<file path="config.mk">
export PLATFORM = sky130hd
export DESIGN_NAME = mem_port_arbiter_flat
export DESIGN_NICKNAME = d
export VERILOG_FILES = /design/src/rtl/mem_port_arbiter_pkg.sv /design/src/rtl/mem_port_arbiter_if.sv /design/src/rtl/mem_arb_grant.sv /design/src/rtl/mem_port_arbiter.sv /design/src/flat_wrapper.sv
export SDC_FILE = /design/constraint.sdc
export NUM_CORES = 1
export LEC_CHECK = 0
export CORE_MARGIN = 5
export CORE_UTILIZATION = 34
export DETAILED_ROUTE_END_ITERATION = 16
export PLACE_DENSITY = 0.89
export SYNTH_ARGS = -nofsm -noshare
export SYNTH_HDL_FRONTEND = slang
export SYNTH_SLANG_ARGS = --single-unit
</file>
<file path="constraint.sdc">
create_clock -name clk -period 2 [get_ports clk]
set_clock_uncertainty 0.1 [all_clocks]
set_input_delay 0.4 -clock clk [delete_from_list [all_inputs] [get_ports clk]]
set_output_delay 0.4 -clock clk [all_outputs]
set_load 0.01 [all_outputs]
</file>
<file path="src/rtl/mem_port_arbiter_pkg.sv">
// Shared types for the fetch/LSU memory port arbiter.
// Also provides the width helper for the D-streak counter.
package mem_port_arbiter_pkg;

    typedef enum logic [1:0] {ARB_IDLE, ARB_ISSUE, ARB_WAIT} arb_state_t;
    typedef enum logic {ARB_OWNER_I, ARB_OWNER_D} arb_owner_t;

    function automatic int streak_width(input int max_streak);
        return (max_streak > 1) ? $clog2(max_streak + 1) : 1;
    endfunction

endpackage

</file>
<file path="src/rtl/mem_port_arbiter_if.sv">
// Bundles the fetch, load/store and memory buses around the arbiter.
// The slave modport is the arbiter's view; master is the surrounding core and memory.
interface mem_port_arbiter_if #(
    parameter int ADDR_WIDTH = 32,
    parameter int DATA_WIDTH = 32
);
    import mem_port_arbiter_pkg::*;

    // Handshakes: a request transfers in the cycle where valid and ready are both high;
    // ready may depend combinationally on valid, and rsp_valid is a single-cycle pulse
    // with no back-pressure.
    logic                      i_req_valid;
    logic [ADDR_WIDTH-1:0]     i_req_addr;
    logic                      i_req_ready;
    logic                      i_rsp_valid;
    logic [DATA_WIDTH-1:0]     i_rsp_rdata;

    logic                      d_req_valid;
    logic                      d_req_we;
    logic [ADDR_WIDTH-1:0]     d_req_addr;
    logic [DATA_WIDTH-1:0]     d_req_wdata;
    logic [DATA_WIDTH/8-1:0]   d_req_be;
    logic                      d_req_ready;
    logic                      d_rsp_valid;
    logic [DATA_WIDTH-1:0]     d_rsp_rdata;

    logic                      m_req_valid;
    logic                      m_req_we;
    logic [ADDR_WIDTH-1:0]     m_req_addr;
    logic [DATA_WIDTH-1:0]     m_req_wdata;
    logic [DATA_WIDTH/8-1:0]   m_req_be;
    logic                      m_req_ready;
    logic                      m_rsp_valid;
    logic [DATA_WIDTH-1:0]     m_rsp_rdata;

    logic                      err_spurious;
    arb_state_t                dbg_state;

    modport slave (
        input  i_req_valid, i_req_addr,
        output i_req_ready, i_rsp_valid, i_rsp_rdata,
        input  d_req_valid, d_req_we, d_req_addr, d_req_wdata, d_req_be,
        output d_req_ready, d_rsp_valid, d_rsp_rdata,
        output m_req_valid, m_req_we, m_req_addr, m_req_wdata, m_req_be,
        input  m_req_ready, m_rsp_valid, m_rsp_rdata,
        output err_spurious, dbg_state
    );

    modport master (
        output i_req_valid, i_req_addr,
        input  i_req_ready, i_rsp_valid, i_rsp_rdata,
        output d_req_valid, d_req_we, d_req_addr, d_req_wdata, d_req_be,
        input  d_req_ready, d_rsp_valid, d_rsp_rdata,
        input  m_req_valid, m_req_we, m_req_addr, m_req_wdata, m_req_be,
        output m_req_ready, m_rsp_valid, m_rsp_rdata,
        input  err_spurious, dbg_state
    );

endinterface

</file>
<file path="src/rtl/mem_arb_grant.sv">
// Winner select between fetch and load/store, with a bounded D-priority streak
// so a steady stream of loads/stores cannot starve instruction fetch forever.
module mem_arb_grant
    import mem_port_arbiter_pkg::*;
#(
    parameter int MAX_D_STREAK = 4
) (
    input  logic       clk,
    input  logic       rst_n,
    input  logic       i_grant_en,
    input  logic       i_fetch_valid,
    input  logic       i_lsu_valid,
    output arb_owner_t o_winner
);

    localparam int SW = streak_width(MAX_D_STREAK);
    localparam logic [SW-1:0] SAT = (MAX_D_STREAK > 0) ? SW'(MAX_D_STREAK) : {SW{1'b1}};

    logic [SW-1:0] r_streak;
    logic          w_fetch_turn;

    always_comb begin
        w_fetch_turn = (MAX_D_STREAK != 0) && (r_streak == SAT);
        o_winner     = ARB_OWNER_I;
        if (i_lsu_valid && !(i_fetch_valid && w_fetch_turn)) begin
            o_winner = ARB_OWNER_D;
        end
    end

    // Only D grants that made fetch wait extend the streak.
    always_ff @(posedge clk or negedge rst_n) begin
        if (!rst_n) begin
            r_streak <= '0;
        end else if (i_grant_en) begin
            if (o_winner == ARB_OWNER_D && i_fetch_valid) begin
                r_streak <= (r_streak == SAT) ? r_streak : r_streak + 1'b1;
            end else begin
                r_streak <= '0;
            end
        end
    end

endmodule

</file>
<file path="src/rtl/mem_port_arbiter.sv">
// Shares one memory port between instruction fetch and load/store with a single
// outstanding transaction: IDLE grants and latches, ISSUE drives memory, WAIT routes the reply.
module mem_port_arbiter
    import mem_port_arbiter_pkg::*;
#(
    parameter int ADDR_WIDTH   = 32,
    parameter int DATA_WIDTH   = 32,
    parameter int MAX_D_STREAK = 4
) (
    input  logic                clk,
    input  logic                rst_n,
    mem_port_arbiter_if.slave   bus
);

    localparam int BW = DATA_WIDTH / 8;

    arb_state_t              r_state;
    arb_state_t              w_state_nxt;
    arb_owner_t              r_owner;
    arb_owner_t              w_winner;
    logic                    r_m_we;
    logic [ADDR_WIDTH-1:0]   r_m_addr;
    logic [DATA_WIDTH-1:0]   r_m_wdata;
    logic [BW-1:0]           r_m_be;
    logic                    r_err_spurious;
    logic                    w_grant_en;
    logic                    w_rsp_fire;

    // Gating with rst_n keeps ready low while reset is held, even with requests pending.
    assign w_grant_en = rst_n && (r_state == ARB_IDLE) && (bus.i_req_valid || bus.d_req_valid);
    assign w_rsp_fire = (r_state == ARB_WAIT) && bus.m_rsp_valid;

    mem_arb_grant #(
        .MAX_D_STREAK (MAX_D_STREAK)
    ) u_grant (
        .clk           (clk),
        .rst_n         (rst_n),
        .i_grant_en    (w_grant_en),
        .i_fetch_valid (bus.i_req_valid),
        .i_lsu_valid   (bus.d_req_valid),
        .o_winner      (w_winner)
    );

    always_comb begin
        w_state_nxt = r_state;
        case (r_state)
            ARB_IDLE:  if (w_grant_en)      w_state_nxt = ARB_ISSUE;
            ARB_ISSUE: if (bus.m_req_ready) w_state_nxt = ARB_WAIT;
            ARB_WAIT:  if (bus.m_rsp_valid) w_state_nxt = ARB_IDLE;
            default:                        w_state_nxt = ARB_IDLE;
        endcase
    end

    always_ff @(posedge clk or negedge rst_n) begin
        if (!rst_n) begin
            r_state        <= ARB_IDLE;
            r_err_spurious <= 1'b0;
        end else begin
            r_state        <= w_state_nxt;
            r_err_spurious <= bus.m_rsp_valid && (r_state != ARB_WAIT);
        end
    end

    // Fetches are issued as full-word reads so memory only ever sees one request shape.
    always_ff @(posedge clk or negedge rst_n) begin
        if (!rst_n) begin
            r_owner   <= ARB_OWNER_I;
            r_m_we    <= 1'b0;
            r_m_addr  <= '0;
            r_m_wdata <= '0;
            r_m_be    <= '0;
        end else if (w_grant_en) begin
            r_owner <= w_winner;
            if (w_winner == ARB_OWNER_D) begin
                r_m_we    <= bus.d_req_we;
                r_m_addr  <= bus.d_req_addr;
                r_m_wdata <= bus.d_req_wdata;
                r_m_be    <= bus.d_req_be;
            end else begin
                r_m_we    <= 1'b0;
                r_m_addr  <= bus.i_req_addr;
                r_m_wdata <= '0;
                r_m_be    <= '1;
            end
        end
    end

    assign bus.i_req_ready  = w_grant_en && (w_winner == ARB_OWNER_I);
    assign bus.d_req_ready  = w_grant_en && (w_winner == ARB_OWNER_D);

    assign bus.m_req_valid  = (r_state == ARB_ISSUE);
    assign bus.m_req_we     = r_m_we;
    assign bus.m_req_addr   = r_m_addr;
    assign bus.m_req_wdata  = r_m_wdata;
    assign bus.m_req_be     = r_m_be;

    assign bus.i_rsp_valid  = w_rsp_fire && (r_owner == ARB_OWNER_I);
    assign bus.d_rsp_valid  = w_rsp_fire && (r_owner == ARB_OWNER_D);
    assign bus.i_rsp_rdata  = bus.i_rsp_valid ? bus.m_rsp_rdata : '0;
    assign bus.d_rsp_rdata  = bus.d_rsp_valid ? bus.m_rsp_rdata : '0;

    assign bus.err_spurious = r_err_spurious;
    assign bus.dbg_state    = r_state;

endmodule

</file>
<file path="src/flat_wrapper.sv">
// flat-port wrapper written by rule: the top's interface ports become plain ports
module mem_port_arbiter_flat import mem_port_arbiter_pkg::*;
#(
    parameter int ADDR_WIDTH   = 32,
    parameter int DATA_WIDTH   = 32,
    parameter int MAX_D_STREAK = 4
)
  (clk, rst_n, bus_i_req_valid, bus_i_req_addr, bus_i_req_ready, bus_i_rsp_valid, bus_i_rsp_rdata, bus_d_req_valid, bus_d_req_we, bus_d_req_addr, bus_d_req_wdata, bus_d_req_be, bus_d_req_ready, bus_d_rsp_valid, bus_d_rsp_rdata, bus_m_req_valid, bus_m_req_we, bus_m_req_addr, bus_m_req_wdata, bus_m_req_be, bus_m_req_ready, bus_m_rsp_valid, bus_m_rsp_rdata, bus_err_spurious, bus_dbg_state);
  mem_port_arbiter_if #(.ADDR_WIDTH(ADDR_WIDTH), .DATA_WIDTH(DATA_WIDTH)) bus_i ();
  input  logic clk;
  input  logic rst_n;
  input wire logic [$bits(bus_i.i_req_valid)-1:0] bus_i_req_valid;
  input wire logic [$bits(bus_i.i_req_addr)-1:0] bus_i_req_addr;
  output wire logic [$bits(bus_i.i_req_ready)-1:0] bus_i_req_ready;
  output wire logic [$bits(bus_i.i_rsp_valid)-1:0] bus_i_rsp_valid;
  output wire logic [$bits(bus_i.i_rsp_rdata)-1:0] bus_i_rsp_rdata;
  input wire logic [$bits(bus_i.d_req_valid)-1:0] bus_d_req_valid;
  input wire logic [$bits(bus_i.d_req_we)-1:0] bus_d_req_we;
  input wire logic [$bits(bus_i.d_req_addr)-1:0] bus_d_req_addr;
  input wire logic [$bits(bus_i.d_req_wdata)-1:0] bus_d_req_wdata;
  input wire logic [$bits(bus_i.d_req_be)-1:0] bus_d_req_be;
  output wire logic [$bits(bus_i.d_req_ready)-1:0] bus_d_req_ready;
  output wire logic [$bits(bus_i.d_rsp_valid)-1:0] bus_d_rsp_valid;
  output wire logic [$bits(bus_i.d_rsp_rdata)-1:0] bus_d_rsp_rdata;
  output wire logic [$bits(bus_i.m_req_valid)-1:0] bus_m_req_valid;
  output wire logic [$bits(bus_i.m_req_we)-1:0] bus_m_req_we;
  output wire logic [$bits(bus_i.m_req_addr)-1:0] bus_m_req_addr;
  output wire logic [$bits(bus_i.m_req_wdata)-1:0] bus_m_req_wdata;
  output wire logic [$bits(bus_i.m_req_be)-1:0] bus_m_req_be;
  input wire logic [$bits(bus_i.m_req_ready)-1:0] bus_m_req_ready;
  input wire logic [$bits(bus_i.m_rsp_valid)-1:0] bus_m_rsp_valid;
  input wire logic [$bits(bus_i.m_rsp_rdata)-1:0] bus_m_rsp_rdata;
  output wire logic [$bits(bus_i.err_spurious)-1:0] bus_err_spurious;
  output wire logic [$bits(bus_i.dbg_state)-1:0] bus_dbg_state;
  assign bus_i.i_req_valid = bus_i_req_valid;
  assign bus_i.i_req_addr = bus_i_req_addr;
  assign bus_i_req_ready = bus_i.i_req_ready;
  assign bus_i_rsp_valid = bus_i.i_rsp_valid;
  assign bus_i_rsp_rdata = bus_i.i_rsp_rdata;
  assign bus_i.d_req_valid = bus_d_req_valid;
  assign bus_i.d_req_we = bus_d_req_we;
  assign bus_i.d_req_addr = bus_d_req_addr;
  assign bus_i.d_req_wdata = bus_d_req_wdata;
  assign bus_i.d_req_be = bus_d_req_be;
  assign bus_d_req_ready = bus_i.d_req_ready;
  assign bus_d_rsp_valid = bus_i.d_rsp_valid;
  assign bus_d_rsp_rdata = bus_i.d_rsp_rdata;
  assign bus_m_req_valid = bus_i.m_req_valid;
  assign bus_m_req_we = bus_i.m_req_we;
  assign bus_m_req_addr = bus_i.m_req_addr;
  assign bus_m_req_wdata = bus_i.m_req_wdata;
  assign bus_m_req_be = bus_i.m_req_be;
  assign bus_i.m_req_ready = bus_m_req_ready;
  assign bus_i.m_rsp_valid = bus_m_rsp_valid;
  assign bus_i.m_rsp_rdata = bus_m_rsp_rdata;
  assign bus_err_spurious = bus_i.err_spurious;
  assign bus_dbg_state = bus_i.dbg_state;
  mem_port_arbiter #(.ADDR_WIDTH(ADDR_WIDTH), .DATA_WIDTH(DATA_WIDTH), .MAX_D_STREAK(MAX_D_STREAK)) u_core (.clk(clk), .rst_n(rst_n), .bus(bus_i));
endmodule
</file>
### Yosys cells after proc, flatten, opt, wreduce, memory -nomap -nowiden

Index checks and enable logic that the tools add are counted.

* add/sub/neg operators: 1
* eq/ne operators: 8
* mux-type cells: 13
* bitwise operators: 2
* reductions and logical operators: 16

Operator list (number)
* $mux 32: 4
* $logic_and 1x1->1: 11
* $mux 2: 3
* $mux 3: 2
* $ne 2x2->1 const B: 3
* $pmux 2 s3: 1
* $mux 4: 1
* $ne 2x1->1 const B: 2
* $add 3x1->3 const B: 1
* $eq 3x3->1 const B: 1
* $reduce_and 3->1: 1
* $eq 2x1->1 const B: 1
* $eq 2x2->1 const B: 1
* $logic_not 2->1: 1
* $mux 1: 2
* $not 1->1: 2
* $reduce_and 2->1: 1
* $logic_not 1->1: 1
* $logic_or 1x1->1: 1

* register bits: 76
* input bits: 139

### Depth between registers and ports, before layout

* depth in word-level cells: 8
* depth in mapped cells: 9

### By module

Synthesis repeated with hierarchy kept, for this count alone.

* cell total of the unflattened synthesis: 364
* area total of the unflattened synthesis: 4043.9 um^2

Modules (own cells, without submodules)
* mem_port_arbiter: instances 1, cells each 344, area each 3843.7 um^2
* mem_arb_grant: instances 1, cells each 20, area each 200.2 um^2

### Least setup slack after synthesis

OpenSTA, ideal clock, no wires.

* kind: register to output
* start: register u_core.u_grant.r_streak[0]
* end: output bus_i_req_ready
* arrival: 1287 ps
* required time: 1500 ps
* setup slack: 213 ps
* stages on the path, launching flop included: 8
* path buffers: 2
* cell sequence: dfrtp_1 > inv_1 > ha_1 > nand3_2 > and2_4 > buf_6 > buf_2 > nor2_1

* cells in the longest elaborated chain, start to end: 7

Ends and longest elaborated chain
* from (decl): RTL line mem_arb_grant.sv:19 `logic [SW-1:0] r_streak;`
* from (signal assigned): RTL line mem_arb_grant.sv:36 `r_streak <= (r_streak == SAT) ? r_streak : r_streak + 1'b1;`
* $eq 3x3->1: RTL line mem_arb_grant.sv:23 `w_fetch_turn = (MAX_D_STREAK != 0) && (r_streak == SAT);`
* $logic_and 1x1->1: RTL line mem_arb_grant.sv:25 `if (i_lsu_valid && !(i_fetch_valid && w_fetch_turn)) begin`
* $logic_not 1->1: RTL line mem_arb_grant.sv:25
* $logic_and 1x1->1: RTL line mem_arb_grant.sv:25
* $mux 1: RTL line mem_arb_grant.sv:25
* $not 1->1: RTL line mem_port_arbiter.sv:88 `assign bus.i_req_ready = w_grant_en && (w_winner == ARB_OWNER_I);`
* $logic_and 1x1->1: RTL line mem_port_arbiter.sv:88
* to (decl): RTL line flat_wrapper.sv:14 `output wire logic [$bits(bus_i.i_req_ready)-1:0] bus_i_req_ready;`

Every way passes these cells.

### Worst setup path in the final report

* start: register u_core.r_state[0] (netlist: u_core.bus.dbg_state[0])
* end: output bus_d_rsp_rdata[21]

* cells in the longest elaborated chain, start to end: 4

Ends and longest elaborated chain
* from (decl): RTL line mem_port_arbiter.sv:17 `arb_state_t r_state;`
* from (signal assigned): RTL line mem_port_arbiter.sv:59 `r_state <= w_state_nxt;`
* $eq 2x2->1: RTL line mem_port_arbiter.sv:31 `assign w_rsp_fire = (r_state == ARB_WAIT) && bus.m_rsp_valid;`
* $logic_and 1x1->1: RTL line mem_port_arbiter.sv:31
* $logic_and 1x1->1: RTL line mem_port_arbiter.sv:98 `assign bus.d_rsp_valid = w_rsp_fire && (r_owner == ARB_OWNER_D);`
* $mux 32: RTL line mem_port_arbiter.sv:100 `assign bus.d_rsp_rdata = bus.d_rsp_valid ? bus.m_rsp_rdata : '0;`
* to (decl): RTL line flat_wrapper.sv:24 `output wire logic [$bits(bus_i.d_rsp_rdata)-1:0] bus_d_rsp_rdata;`

Every way passes these cells.

==> key figures <==
Run status
  – Status: finished with violations
  – Failing checks: negative setup slack

STA
  – Fin. Hold Viols: 0
  – Setup TNS: -8.41 ns
  – Fmax: 0.458 GHz
  – Min cycle time layout: 2.18 ns
  – Final max-slew violation count: 0
  – Unrepaired setup endpoints after global routing: yes
  – Tightest Pin Transition: 0.927 ns
  – Period utilization: 1.09
  – Final setup margin: -0.185 ns
  – # setup viols final: 67
  – Slew headroom: 0.382

Power
  – Leakage: around 3.2 nW
  – Power density over cell area: 1090 nW/um^2
  – Worst IR Drop VDD: around 0.76 mV
  – Design Power: 0.00765 W

Critical path
  – Setup crit start kind: register
  – Critical setup path kind: reg2out
  – CP cell instances: buf_6 > and4b_2 > buf_6 > buf_16 > and2_1 > buf_2
  – Critical Path AT: 1.68 ns
  – CP bufs+invs: 4
  – Maximum fanout along the worst path: 8
  – Critical Path Sink Type: output port
  – CP top delay family: buffers and inverters
  – Worst Path Required: 1.50 ns
  – Most Frequent Cell on Critical Path: buf_6
  – Critical Path Slowest Stage Cell: dfrtp_1
  – Max incr delay on CP: roughly 0.41 ns

Cells and area
  – Most common cell after layout, fill and taps aside: clkdlybuf4s50_1
  – Reg area: 1900 um^2
  – Area of the multi-input gates: 1630 um^2
  – Most frequent cells in the layout: clkdlybuf4s50_1, dfrtp_1, a21oi_1, buf_6, nand2_1
  – Synthesis-to-layout area growth: 96.0%
  – Post-route cell area: 7020 um^2
  – Filler Cell Count: 796
  – Fraction of layout cells with a size suffix above 1: 0.249
  – Layout Nets: 808

Route
  – Remaining antenna violation count: 0
  – Final wirelength: 14900 um
  – Via count: 3970
  – Vias per cell: 4.91
  – Iter 0 DRT Violations: 208
  – DRC: 0
  – DRT Pass-1 Iters: 4
  – DR WL/cell: between 15 and 20 um

Global routing
  – Vias in the first global route: 4323
  – Initial antenna violation count: 1
  – First-pass GRT wire length: approximately 23000 um
  – GR Util All Layers: 0.224
  – Grt ovf: 0
  – Largest net degree at the start of global routing: 74

Clock tree
  – TritonCTS Buffers: 9
  – Worst-skew pair later-pin latency: 0.34 ns
  – Reg clk slew, reported paths: 0.08 ns
  – CTS H-tree depth: 3
  – Total clock sinks: 76
  – CTS root buf: clkbuf_8
  – Maximum buffer depth of the clock tree: 2
  – CTS tree: built

Floorplan
  – Vert. Die Dim: around 110 um
  – Cell Rows: 37
  – Starting Density: 0.348
  – Die width: 113 um
  – Io pins: between 200 and 300
  – Die footprint: 12700 um^2
  – Placeable core area: between 10000 and 15000 um^2

Hold path
  – Hold WC Path Type: in2async

Synth
  – Cells after synthesis: 367
  – Register area share after synthesis: 0.531
  – Syn nets: 508
  – Mapped Area: approximately 3600 um^2
  – Count of different cell masters after synthesis: 27
  – Synth Register Bits: 76
  – Mapped Avg Cell Area: 9.75 um^2
  – Yosys warns: 0

Placed design
  – GP Congestion: a little over 0.8
  – DP HPWL: between 10000 and 15000 um
  – IO Port Bufs: between 200 and 300
  – Pre-CTS WS: -0.537 ns
  – DP Area: between 6000 and 7000 um^2

Run
  – Max Cap Viol: 0
-- per-stage QoR --
step	utilization	cells	hold slack [ns]
after detailed placement	0.640	775	0.118
after global placement	0.640	775	0.116
after floorplan	-	367	0.00441
after global routing	0.683	808	0.324
after CTS	0.667	805	0.269
final	0.683	808	0.243
-- power breakdown --
part / internal (W) / switching [W] / leakage (nW)
registers: 0.00221 / 0.000406 / 0.917
logic: 0.00226 / 0.00162 / 2.16
clock network: 0.000602 / 0.000552 / 0.0914
total: 0.00507 / 0.00258 / 3.17
-- state kept, by name, indices dropped and copies added, names as in the netlist --
| signal | count |
|---|---|
| u_core.u_grant.r_streak | 3 |
| u_core.bus.m_req_we | 1 |
| u_core.bus.m_req_addr | 32 |
| u_core.bus.m_req_wdata | 32 |
| u_core.bus.m_req_be | 4 |
| u_core.r_owner | 1 |
| u_core.bus.dbg_state | 2 |
| u_core.bus.err_spurious | 1 |
-- synthesized netlist by cell type (all sizes together) --
cell / n / area (um^2)
o21ai: 3 / 15.0
nand2: 40 / 166
o2bb2ai: 1 / 8.76
a22o: 33 / 289
buf: 16 / 113
nand3: 2 / 15.0
clkbuf: 11 / 41.3
o211ai: 1 / 12.5
inv: 6 / 25.0
o22a: 4 / 35.0
o211a: 1 / 17.5
o22ai: 1 / 6.26
nor2: 34 / 128
and4b: 1 / 10.0
and2: 66 / 415
a21oi: 66 / 330
ha: 2 / 25.0
nand2b: 2 / 12.5
dfrtp: 76 / 1900
nor3b: 1 / 12.5
-- metal layers --
metal | global-route usage | up-vias | part of all wire
li1 | - | 1848 | -
met1 | 0.230 | 1898 | 0.35
met2 | 0.413 | 194 | 0.54
met3 | 0.0679 | 30 | 0.079
met4 | 0.103 | 0 | 0.027
met5 | 0 | - | 0
-- final timing paths --
kind                                               to  cells after the start                        from  slack [ns]
max                               bus_d_rsp_rdata[21]                      6     u_core.bus.dbg_state[0]       -0.18
max in group asynchronous   u_core.bus.m_req_addr[21]                      2                       rst_n        0.96
max reg2reg                  u_core.bus.m_req_addr[1]                      8  u_core.u_grant.r_streak[1]        0.18
min                            u_core.bus.m_req_be[1]                      2                       rst_n        0.24
min reg2reg                u_core.bus.m_req_wdata[19]                      1  u_core.bus.m_req_wdata[19]        0.41
min in group clk           u_core.bus.m_req_wdata[19]                      1  u_core.bus.m_req_wdata[19]        0.41
-- layout make-up --
type                    count  share of cell area
repair buffers            316               0.441
flip-flops and latches     76               0.271
multi-input cells         258               0.233
well taps                 136              0.0243
clock buffers              11              0.0202
clock inverters             4             0.00713
inverters                   6             0.00357
diodes                      1            0.000357
-- repair_timing --
action	CTS	global route
resized for setup	335	42
hold buffers	1	0
endpoints found under the setup margin	70	122
endpoints found under the hold margin	3	0
buffers inserted	10	4
pin swaps	26	6
gates cloned	4	0
-- kinds of logic after synthesis --
| family | share of synthesized area |
|---|---|
| compound gates | 0.200 |
| fa+ha+maj | 0.00699 |
| buf+inv | 0.0500 |
| flops | 0.531 |
| simple gates | 0.212 |
No activity file was read; power rests on OpenSTA's default activity.
